## src/rtl/startup_pkg.sv

```systemverilog
// Shared constants for the power-up sequencer: state encoding and widths.
package startup_pkg;

    localparam int STATE_W = 4;
    localparam int TIMER_W = 16;

    localparam logic [STATE_W-1:0] ST_RESET      = 4'd0;
    localparam logic [STATE_W-1:0] ST_WAIT_LOCK  = 4'd1;
    localparam logic [STATE_W-1:0] ST_MEM_RST    = 4'd2;
    localparam logic [STATE_W-1:0] ST_MEM_CAL    = 4'd3;
    localparam logic [STATE_W-1:0] ST_CAM_PWDN   = 4'd4;
    localparam logic [STATE_W-1:0] ST_CAM_RST    = 4'd5;
    localparam logic [STATE_W-1:0] ST_CAM_SETTLE = 4'd6;
    localparam logic [STATE_W-1:0] ST_CAM_CFG    = 4'd7;
    localparam logic [STATE_W-1:0] ST_READY      = 4'd8;
    localparam logic [STATE_W-1:0] ST_FAULT      = 4'd9;

endpackage

```

## src/rtl/tick_timer.sv

```systemverilog
// Shared tick counter: counts enabled tick pulses, saturates instead of wrapping,
// and flags the tick that completes the programmed limit.
module tick_timer
    import startup_pkg::*;
(
    input  logic               pll_outclk_0,
    input  logic               rst,
    input  logic               clear,
    input  logic               tick_en,
    input  logic [TIMER_W-1:0] limit,
    output logic               done
);

    localparam logic [TIMER_W-1:0] ONE = TIMER_W'(1);

    logic [TIMER_W-1:0] count_q;
    logic [TIMER_W-1:0] count_d;

    // Next count: clear wins, otherwise advance on a tick unless already saturated
    always_comb begin
        count_d = count_q;
        if (clear) begin
            count_d = '0;
        end else if (tick_en && (count_q != '1)) begin
            count_d = count_q + ONE;
        end
    end

    // Done is the tick that lands while the count already sits at limit-1
    always_comb begin
        done = tick_en && (count_q == (limit - ONE));
    end

    // Counter register with synchronous active-low reset
    always_ff @(posedge pll_outclk_0) begin
        if (!rst) begin
            count_q <= '0;
        end else begin
            count_q <= count_d;
        end
    end

endmodule

```

## src/rtl/sys_startup_seq.sv

```systemverilog
// Power-up sequencer: memory reset and calibration, then camera power/reset/settle
// and configuration, with bounded retries, a sticky fault and lock-loss recovery.
module sys_startup_seq
    import startup_pkg::*;
#(
    parameter logic [TIMER_W-1:0] MEM_RST_US = 16'd200,
    parameter logic [TIMER_W-1:0] CAL_TO_MS  = 16'd500,
    parameter logic [TIMER_W-1:0] PWDN_MS    = 16'd10,
    parameter logic [TIMER_W-1:0] CRST_MS    = 16'd5,
    parameter logic [TIMER_W-1:0] SETTLE_MS  = 16'd20,
    parameter logic [TIMER_W-1:0] CFG_TO_MS  = 16'd1000,
    parameter logic [1:0]         MAX_RETRY  = 2'd2
) (
    input  logic               pll_outclk_0,
    input  logic               rst,
    input  logic               us_tck,
    input  logic               ms_tck,
    input  logic               pll_locked,
    input  logic               mem_cal_done,
    input  logic [1:0]         cam_cfg_done,
    output logic               mem_rst_n,
    output logic               cam_pwdn,
    output logic               cam_rst_n,
    output logic               cam_cfg_start,
    output logic               sys_ready,
    output logic               fault,
    output logic [STATE_W-1:0] seq_state
);

    logic [STATE_W-1:0] state_q, state_d;
    logic [1:0]         retry_q, retry_d;
    logic               mem_rst_n_q, mem_rst_n_d;
    logic               cam_pwdn_q, cam_pwdn_d;
    logic               cam_rst_n_q, cam_rst_n_d;
    logic               cam_cfg_start_q, cam_cfg_start_d;
    logic               sys_ready_q, sys_ready_d;
    logic               fault_q, fault_d;

    logic               tick_en;
    logic [TIMER_W-1:0] limit;
    logic               timer_clear;
    logic               timer_done;
    logic               lock_lost;

    // Pick the tick source and duration belonging to the current state
    always_comb begin
        tick_en = 1'b0;
        limit   = TIMER_W'(1);
        case (state_q)
            ST_MEM_RST:    begin tick_en = us_tck; limit = MEM_RST_US; end
            ST_MEM_CAL:    begin tick_en = ms_tck; limit = CAL_TO_MS;  end
            ST_CAM_PWDN:   begin tick_en = ms_tck; limit = PWDN_MS;    end
            ST_CAM_RST:    begin tick_en = ms_tck; limit = CRST_MS;    end
            ST_CAM_SETTLE: begin tick_en = ms_tck; limit = SETTLE_MS;  end
            ST_CAM_CFG:    begin tick_en = ms_tck; limit = CFG_TO_MS;  end
            default:       begin tick_en = 1'b0;   limit = TIMER_W'(1); end
        endcase
    end

    // Restart the timer on every state change so each state counts from zero
    always_comb begin
        timer_clear = (state_d != state_q);
    end

    tick_timer u_tick_timer (
        .pll_outclk_0 (pll_outclk_0),
        .rst          (rst),
        .clear        (timer_clear),
        .tick_en      (tick_en),
        .limit        (limit),
        .done         (timer_done)
    );

    // Sequencing decisions: lock loss first, then done signals ahead of timeouts
    always_comb begin
        state_d   = state_q;
        retry_d   = retry_q;
        lock_lost = !pll_locked && (state_q != ST_RESET) &&
                    (state_q != ST_WAIT_LOCK) && (state_q != ST_FAULT);
        if (lock_lost) begin
            state_d = ST_WAIT_LOCK;
            retry_d = '0;
        end else begin
            case (state_q)
                ST_RESET:     state_d = ST_WAIT_LOCK;
                ST_WAIT_LOCK: if (pll_locked) state_d = ST_MEM_RST;
                ST_MEM_RST:   if (timer_done) state_d = ST_MEM_CAL;
                ST_MEM_CAL: begin
                    if (mem_cal_done) begin
                        state_d = ST_CAM_PWDN;
                    end else if (timer_done) begin
                        if (retry_q == MAX_RETRY) begin
                            state_d = ST_FAULT;
                        end else begin
                            state_d = ST_MEM_RST;
                            retry_d = retry_q + 2'd1;
                        end
                    end
                end
                ST_CAM_PWDN:   if (timer_done) state_d = ST_CAM_RST;
                ST_CAM_RST:    if (timer_done) state_d = ST_CAM_SETTLE;
                ST_CAM_SETTLE: if (timer_done) state_d = ST_CAM_CFG;
                ST_CAM_CFG: begin
                    if (cam_cfg_done == 2'b11) begin
                        state_d = ST_READY;
                    end else if (timer_done) begin
                        if (retry_q == MAX_RETRY) begin
                            state_d = ST_FAULT;
                        end else begin
                            state_d = ST_CAM_PWDN;
                            retry_d = retry_q + 2'd1;
                        end
                    end
                end
                ST_READY: state_d = ST_READY;
                ST_FAULT: state_d = ST_FAULT;
                default:  state_d = ST_RESET;
            endcase
            if (state_d == ST_READY) begin
                retry_d = '0;
            end
        end
    end

    // Output levels follow the next state so they move with the state register
    always_comb begin
        mem_rst_n_d = 1'b0;
        cam_pwdn_d  = 1'b1;
        cam_rst_n_d = 1'b0;
        case (state_d)
            ST_MEM_CAL, ST_CAM_PWDN: begin
                mem_rst_n_d = 1'b1;
            end
            ST_CAM_RST: begin
                mem_rst_n_d = 1'b1;
                cam_pwdn_d  = 1'b0;
            end
            ST_CAM_SETTLE, ST_CAM_CFG, ST_READY: begin
                mem_rst_n_d = 1'b1;
                cam_pwdn_d  = 1'b0;
                cam_rst_n_d = 1'b1;
            end
            default: begin
                mem_rst_n_d = 1'b0;
                cam_pwdn_d  = 1'b1;
                cam_rst_n_d = 1'b0;
            end
        endcase
        cam_cfg_start_d = (state_d == ST_CAM_CFG) && (state_q != ST_CAM_CFG);
        sys_ready_d     = (state_d == ST_READY);
        fault_d         = fault_q || (state_d == ST_FAULT);
    end

    // State, retry count and registered outputs with synchronous active-low reset
    always_ff @(posedge pll_outclk_0) begin
        if (!rst) begin
            state_q         <= ST_RESET;
            retry_q         <= '0;
            mem_rst_n_q     <= 1'b0;
            cam_pwdn_q      <= 1'b1;
            cam_rst_n_q     <= 1'b0;
            cam_cfg_start_q <= 1'b0;
            sys_ready_q     <= 1'b0;
            fault_q         <= 1'b0;
        end else begin
            state_q         <= state_d;
            retry_q         <= retry_d;
            mem_rst_n_q     <= mem_rst_n_d;
            cam_pwdn_q      <= cam_pwdn_d;
            cam_rst_n_q     <= cam_rst_n_d;
            cam_cfg_start_q <= cam_cfg_start_d;
            sys_ready_q     <= sys_ready_d;
            fault_q         <= fault_d;
        end
    end

    assign mem_rst_n     = mem_rst_n_q;
    assign cam_pwdn      = cam_pwdn_q;
    assign cam_rst_n     = cam_rst_n_q;
    assign cam_cfg_start = cam_cfg_start_q;
    assign sys_ready     = sys_ready_q;
    assign fault         = fault_q;
    assign seq_state     = state_q;

endmodule

```

## config.mk

```make
export PLATFORM = sky130hd
export DESIGN_NAME = sys_startup_seq
export DESIGN_NICKNAME = d
export VERILOG_FILES = /design/src/rtl/startup_pkg.sv /design/src/rtl/tick_timer.sv /design/src/rtl/sys_startup_seq.sv
export SDC_FILE = /design/constraint.sdc
export NUM_CORES = 1
export LEC_CHECK = 0
export ABC_AREA = 1
export CAP_MARGIN = 5
export CORE_ASPECT_RATIO = 1.1
export CORE_MARGIN = 2
export CORE_UTILIZATION = 59
export CTS_CLUSTER_SIZE = 10
export DETAILED_ROUTE_END_ITERATION = 10
export GPL_ROUTABILITY_DRIVEN = 0
export GPL_TIMING_DRIVEN = 0
export PLACE_DENSITY = 0.87
export SYNTH_ARGS = -nofsm -noshare
export SYNTH_HDL_FRONTEND = slang
export SYNTH_SLANG_ARGS = --single-unit
```

## constraint.sdc

```tcl
create_clock -name pll_outclk_0 -period 3.1 [get_ports pll_outclk_0]
set_clock_uncertainty 0.05 [all_clocks]
set_input_delay 0.62 -clock pll_outclk_0 [delete_from_list [all_inputs] [get_ports pll_outclk_0]]
set_output_delay 0.62 -clock pll_outclk_0 [all_outputs]
set_load 0.01 [all_outputs]
```

==> run metrics, run 1 <==
final slew viol count 0; Mapped Cells 353; min-delay src fault; DRT Pass-1 Iters 5; Core Region 0.00368 mm2; Crit Reg-Reg Startpoint seq_state[2]; cell family with most CP delay simple AND/OR/NAND/NOR gates; n_diodes 0; utilization after layout 0.773; Yosys cell types 32; hold path cells 2; Max IR drop VDD 0.411 mV; full die area roughly 0.0044 mm2; largest net degree at the start of global routing 17; DRT Wirelength 6390 um; post-synthesis simple-gate area fraction 0.496; clock sink count 28; crit path kind reg -> reg; Switching Share 0.361; hold endpoint fault; layout cells sized above 1 0.216; synthesized net count between 300 and 400; vias 2,473; Max Fclk 0.328 GHz; Adder-Cell Fraction of Synth Area 0.0163; Hold Fails Final Rpt 0; sequential power share 0.328; power share of the combinational group 0.414; GRT overflow 0; die height 69.4 um; Total GRT Usage 0.255; DRT iter0 DRCs 180; R2R Path End u_tick_timer.count_q[14]; critical path endpoint category flop; largest family of logic cells by synthesized area simple AND/OR/NAND/NOR gates; first-pass GRT wire length between 9000 and 10,000 um; later-pin clock latency in the skew report 280 ps; filler cell count 280; ANT nets after route 0; r2r setup slk ~50 ps; H-tree depth 1; HPWL after detailed placement 4150 um; YS warnings 0; I/O Pins 18; DR WL/cell 14.6 um; R2R depth 22; cell row count 23; status finished, final reports clean; Synth Area in Compound Gates 0.0452; slowest cell delay on critical path 340 ps; multiplexer share of the synthesized area 0; Seq/Total Area, Yosys 0.244; power share of the clock group 0.258; vias in the first global route 2,117; Worst path slowest cell dfxtp_2; Critical Path Fanout Max 5; RSZ-0062 raised after global routing yes; Power, Total 1.14 mW; Critical Path AT ~3200 ps; Worst Path Required 3280 ps; Post-CTS Hold Fix Bufs 0; Hold WC Path Type reg -> reg; Pwr Density 400 mW/mm2; fin nets 401; FF+latch count, synth 28; chip width 63.5 um; crit path time final approximately 3000 ps; period utilization 0.984; CTS tree done; post-synthesis xor/xnor area fraction 0.0610; Crit path buffers/inverters 4; Slew Limit Headroom 0.740; clock transition at the registers of the reported paths 100 ps; vias per cell about 5.6; Sw Pwr 0.412 mW; CTS Buf Count 3; critical path launch point type flop; Root Buffer Master clkbuf_8; Initial Util 0.624; Cell Chain, Critical Path buf_6 > inv_8 > nand2_8 > nand3_4 > inv_2 > ha_4 > xor2_2 > nand2_1 > nor2_2 > nand2_1 > nor2_1 > nand3_1 > nor2_2 > nand4_1 > nand2_1 > nor2_2 > nand3_1 > nand2_2 > nor2_4 > nand2_4 > clkbuf_16 > nor2_4; PortBufs 17; area delta synth->final 24.0%; final setup violation count 0; max cap viols 0; initial antenna violation count 0; average size of a mapped cell between 6 and 7 um2; DRC Markers 0; Post-Syn Area 0.00230 mm2; Crit. Startpoint seq_state[2]; Pleak 1.30 nW; CTS max path bufs 2; Internal Power approximately 0.73 mW; Slew @ Worst Pin 387 ps
==> cell type report <==
type,count,area (um2),share of cell area
well taps,50,62.6,0.0220
plain buffers,5,73.8,0.0259
multi-input cells,255,1510,0.528
repair buffers,32,300,0.105
flip-flops and latches,28,567,0.199
clock inverters,1,30.0,0.0105
inverters,65,269,0.0944
clock buffers,3,41.3,0.0145
==> flip-flops by register name (all words and copies together) (netlist names) <==
signal	flops
cam_cfg_start	1
cam_pwdn	1
cam_rst_n	1
fault	1
mem_rst_n	1
retry_q	2
seq_state	4
sys_ready	1
u_tick_timer.count_q	16
==> placed cells by master, fill, tap and decap left out, types with 2 or more instances in the layout <==
| cell type | Yosys | final |
|---|---|---|
| nand2_4 | 1 | 3 |
| buf_12 | 1 | 2 |
| buf_4 | 0 | 14 |
| nor2_4 | 11 | 13 |
| clkbuf_8 | 0 | 3 |
| nand4_1 | 12 | 12 |
| nand3_1 | 33 | 33 |
| inv_2 | 6 | 6 |
| nand3_4 | 1 | 2 |
| nor2_8 | 2 | 2 |
| nand2_1 | 91 | 87 |
| dfxtp_2 | 0 | 2 |
| nor2_2 | 11 | 11 |
| clkdlybuf4s50_1 | 0 | 17 |
| a21oi_1 | 5 | 5 |
| inv_1 | 57 | 56 |
| nor4_1 | 2 | 2 |
| nor2_1 | 32 | 30 |
| nand2_8 | 2 | 3 |
| xor2_1 | 15 | 14 |
| o21ai_0 | 10 | 9 |
| ha_1 | 3 | 2 |
| o21ai_1 | 1 | 2 |
| nand2_2 | 7 | 8 |
| nor3_1 | 8 | 8 |
| buf_6 | 4 | 3 |
| dfxtp_1 | 28 | 25 |
| a211oi_1 | 2 | 2 |
==> synth_stat cells <==
| cell | number | area, um2 |
|---|---|---|
| a211oi_1 | 2 | 15.0 |
| nand2_1 | 91 | 342 |
| xnor2_1 | 1 | 8.76 |
| a21oi_1 | 5 | 25.0 |
| xor2_1 | 15 | 131 |
| o21ai_1 | 1 | 5.00 |
| nor3_2 | 1 | 10.0 |
| or2_2 | 1 | 6.26 |
| inv_1 | 57 | 214 |
| nor2_1 | 32 | 120 |
| inv_2 | 6 | 22.5 |
| nor2_4 | 11 | 124 |
| nand3_1 | 33 | 165 |
| nor2_2 | 11 | 68.8 |
| nand3_4 | 1 | 17.5 |
| inv_6 | 1 | 8.76 |
| nand3_2 | 1 | 10.0 |
| nand2_8 | 2 | 40.0 |
| nand4_1 | 12 | 75.1 |
| buf_12 | 1 | 20.0 |
| o21ai_2 | 1 | 8.76 |
| ha_1 | 3 | 37.5 |
| nor3_1 | 8 | 40.0 |
| nor4_1 | 2 | 12.5 |
| nand2_4 | 1 | 11.3 |
| inv_4 | 1 | 6.26 |
| o21ai_0 | 10 | 50.1 |
| dfxtp_1 | 28 | 561 |
| nand2_2 | 7 | 43.8 |
| buf_6 | 4 | 45.0 |
| nor2_8 | 2 | 40.0 |
| nand4_2 | 1 | 12.5 |
==> how the worst max path moves through the flow <==
| stage | endpoint | slack [ps] | cells after the start |
|---|---|---|---|
| global route | u_tick_timer.count_q[1] | -130 | 22 |
| floorplan | u_tick_timer.count_q[12] | 460 | 22 |
| detailed placement | u_tick_timer.count_q[9] | 50 | 22 |
| finish | u_tick_timer.count_q[14] | 50 | 22 |
| CTS | u_tick_timer.count_q[12] | 30 | 22 |
| global placement | u_tick_timer.count_q[12] | 90 | 22 |
==> metrics by stage <==
step / cell area (um2) / setup TNS [ps] / cells / hold WS, ps / worst slack (ps)
final: 2850 / 0 / 439 / 426 / 50.6
after global routing: 2850 / -1660 / 439 / 467 / -134
after CTS: 2610 / 0 / 424 / 426 / 28.9
after detailed placement: 2530 / 0 / 420 / 401 / 46.8
after global placement: 2530 / 0 / 420 / 398 / 94.6
after floorplan: 2300 / 0 / 353 / 389 / 456
==> cells by family (layout without fill, tap and decap cells) <==
| logic type | Yosys count | after routing |
|---|---|---|
| xor+xnor | 16 | 16 |
| simple gates | 217 | 217 |
| fa+ha+maj | 3 | 3 |
| flops | 28 | 28 |
| compound gates | 19 | 19 |
| buf+inv | 70 | 106 |
==> timing repair <==
item	CTS	global route
pin swaps	0	12
gates resized for setup	2	29
cloned	0	1
setup buffers	0	14
setup endpoints to repair	10	17
hold endpoints to repair	0	0
==> worst min-delay path, delay by kind of cell (launching register included) <==
| kind | cells | cell delay [ps] |
|---|---|---|
| flip-flops | 1 | 330 |
| AO/OA/AOI/OAI | 1 | 60 |
| AND/OR/NAND/NOR | 1 | 50 |
==> per-layer routing <==
layer	wire [um]	vias to the layer above	share of wire	track usage
li1	-	1170	-	-
met1	2670	1126	0.42	0.345
met2	2970	137	0.46	0.416
met3	476	40	0.074	0.0325
met4	276	0	0.043	0.0894
met5	0	-	0	0
==> power by group through the flow <==
stage | sequential (mW) | clock [mW] | combinational [mW]
2_1_floorplan | 0.385 | 0 | 0.272
3_3_place_gp | 0.382 | 0 | 0.347
3_5_place_dp | 0.382 | 0 | 0.355
6_report | 0.374 | 0.295 | 0.472
5_1_grt | 0.375 | 0.313 | 0.502
4_1_cts | 0.374 | 0.296 | 0.359
Note: power is estimated with default switching activity, not from simulation.
==> run 2, diff against run 1 <==
--- a/config.mk
+++ b/config.mk
@@ -14,7 +14,7 @@
 export DETAILED_ROUTE_END_ITERATION = 10
 export GPL_ROUTABILITY_DRIVEN = 0
 export GPL_TIMING_DRIVEN = 0
-export PLACE_DENSITY = 0.87
+export PLACE_DENSITY_LB_ADDON = 0.1
 export SYNTH_ARGS = -nofsm -noshare
 export SYNTH_HDL_FRONTEND = slang
 export SYNTH_SLANG_ARGS = --single-unit
==> run metrics, run 2 (synthesis gave the netlist of run 1 again) <==
status finished, final reports clean; slowest cell delay on critical path approximately 370 ps; Largest Register u_tick_timer.count_q; critical path launch point type flop; Worst path slowest cell dfxtp_4; Pleak 1.32 nW; later-pin clock latency in the skew report 270 ps; power share of the clock group 0.186; die height 69.4 um; vias per cell 5.33; final slew viol count 0; vias in the first global route 2,005; Switching Share 0.374; fin nets just over 400; Slew Limit Headroom 0.774; area delta synth->final 24.5%; first-pass GRT wire length 8860 um; Max IR drop VDD 0.355 mV; GRT overflow 0; Worst Path Required 3270 ps; n_diodes 0; Root Buffer Master clkbuf_8; CTS Buf Count 3; Power, Total a little over 1 mW; DRT Wirelength roughly 6000 um; Sw Pwr 0.389 mW; DRT iter0 DRCs 190; filler cell count 285; Core Region roughly 0.0037 mm2; most common cell after layout, fill and taps aside nand2_1; most used cell, CP nand2_1; final setup violation count 0; RSZ-0062 raised after global routing yes; Total GRT Usage 0.247; period utilization 0.966; DRT Pass-1 Iters 5; Cell Chain, Critical Path buf_12 > clkinv_8 > nand2_4 > nand3_4 > inv_2 > ha_4 > xor2_2 > nand2_1 > nor2_2 > nand2_1 > nor2_1 > nand3_1 > nor2_4 > nand4_1 > nand2_1 > nor2_2 > nand3_1 > nand2_1 > nor2_2 > nand2_4 > clkbuf_16 > nor2_4; DRC Markers 0; Pwr Density 364 mW/mm2; crit path time final 2990 ps; TNS Setup 0 ps; Internal Power 0.651 mW; I/O Pins 18; largest net degree at the start of global routing 15; power share of the combinational group 0.453; H-tree depth 1; HPWL after detailed placement 4160 um; initial antenna violation count 0; DR WL/cell 13.5 um; PortBufs 17; Largest register FFs 16; Max Fclk 0.334 GHz; Hold Fails Final Rpt 0; cell row count 23; Area after DPL roughly 0.0025 mm2; Slew @ Worst Pin 338 ps; most frequent cells in the layout 89 x nand2_1, 56 x inv_1, 33 x nand3_1; Critical Path AT 3160 ps; ANT nets after route 0; layout cells sized above 1 0.218; CTS max path bufs 2; chip width 63.5 um; max cap viols 0; Hold WC Path Type reg -> reg; critical path endpoint category flop; CTS tree done; crit path kind reg -> reg; Critical Path Fanout Max 7; clock sink count 28; sequential power share 0.361; final instance area 0.00286 mm2; clock transition at the registers of the reported paths 90 ps; Initial Util 0.624; vias 2,367; full die area 0.00441 mm2
## run 2: worst paths after layout
| path | startpoint | to | slack (ps) | cells after the start |
|---|---|---|---|---|
| hold reg to reg | retry_q[1] | retry_q[1] | 420 | 2 |
| setup / recovery | seq_state[1] | u_tick_timer.count_q[6] | 110 | 22 |
| hold / removal | retry_q[1] | retry_q[1] | 420 | 2 |
| setup reg to reg | seq_state[1] | u_tick_timer.count_q[6] | 110 | 22 |
## run 2: cell type report
cell class | instances | area (um2) | area share
flip-flops and latches | 28 | 567 | 0.198
inverters | 65 | 267 | 0.0932
plain buffers | 5 | 73.8 | 0.0258
clock buffers | 3 | 41.3 | 0.0144
well taps | 50 | 62.6 | 0.0219
repair buffers | 38 | 345 | 0.121
multi-input cells | 255 | 1500 | 0.526
## run 2: repair_timing
item,4_1_cts,5_1_grt
endpoints found under the hold margin,0,0
endpoints found under the setup margin,9,17
hold buffers,0,0
setup buffers,0,20
pin swaps,0,12
cloned,0,1
resized for setup,1,25
## run 2: critical path: cells and delay by family, from the launching register on
kind                       cells  cell delay (ps)
and+or+nand+nor               16             1640
xor gates and xnor gates       1              180
buffers and inverters          4              440
adders and majority gates      1              260
DFF                            1              370
## run 2: power groups by stage
stage / Sequential [mW] / Combinational [mW] / Clock (mW)
2_1_floorplan: 0.385 / 0.272 / 0
3_3_place_gp: 0.382 / 0.350 / 0
3_5_place_dp: 0.383 / 0.355 / 0
4_1_cts: 0.375 / 0.357 / 0.201
5_1_grt: 0.376 / 0.509 / 0.211
6_report: 0.375 / 0.471 / 0.193
## run 2: stage by stage
stage          setup slack [ps]  hold WS [ps]  cells  utilization
2_1_floorplan               456           389    353            -
3_3_place_gp               72.6           395    420        0.687
3_5_place_dp               10.8           399    420        0.687
4_1_cts                    39.7           426    423        0.700
5_1_grt                   -58.4           451    444        0.776
6_report                    107           424    444        0.776
## run 2: layer usage
metal  vias to the layer above  track usage  wire length [um]
met3                        19       0.0292               361
met2                        92        0.386              2830
met5                         -            0                 0
met1                      1072        0.353              2630
li1                       1184            -                 -
met4                         0       0.0797               182
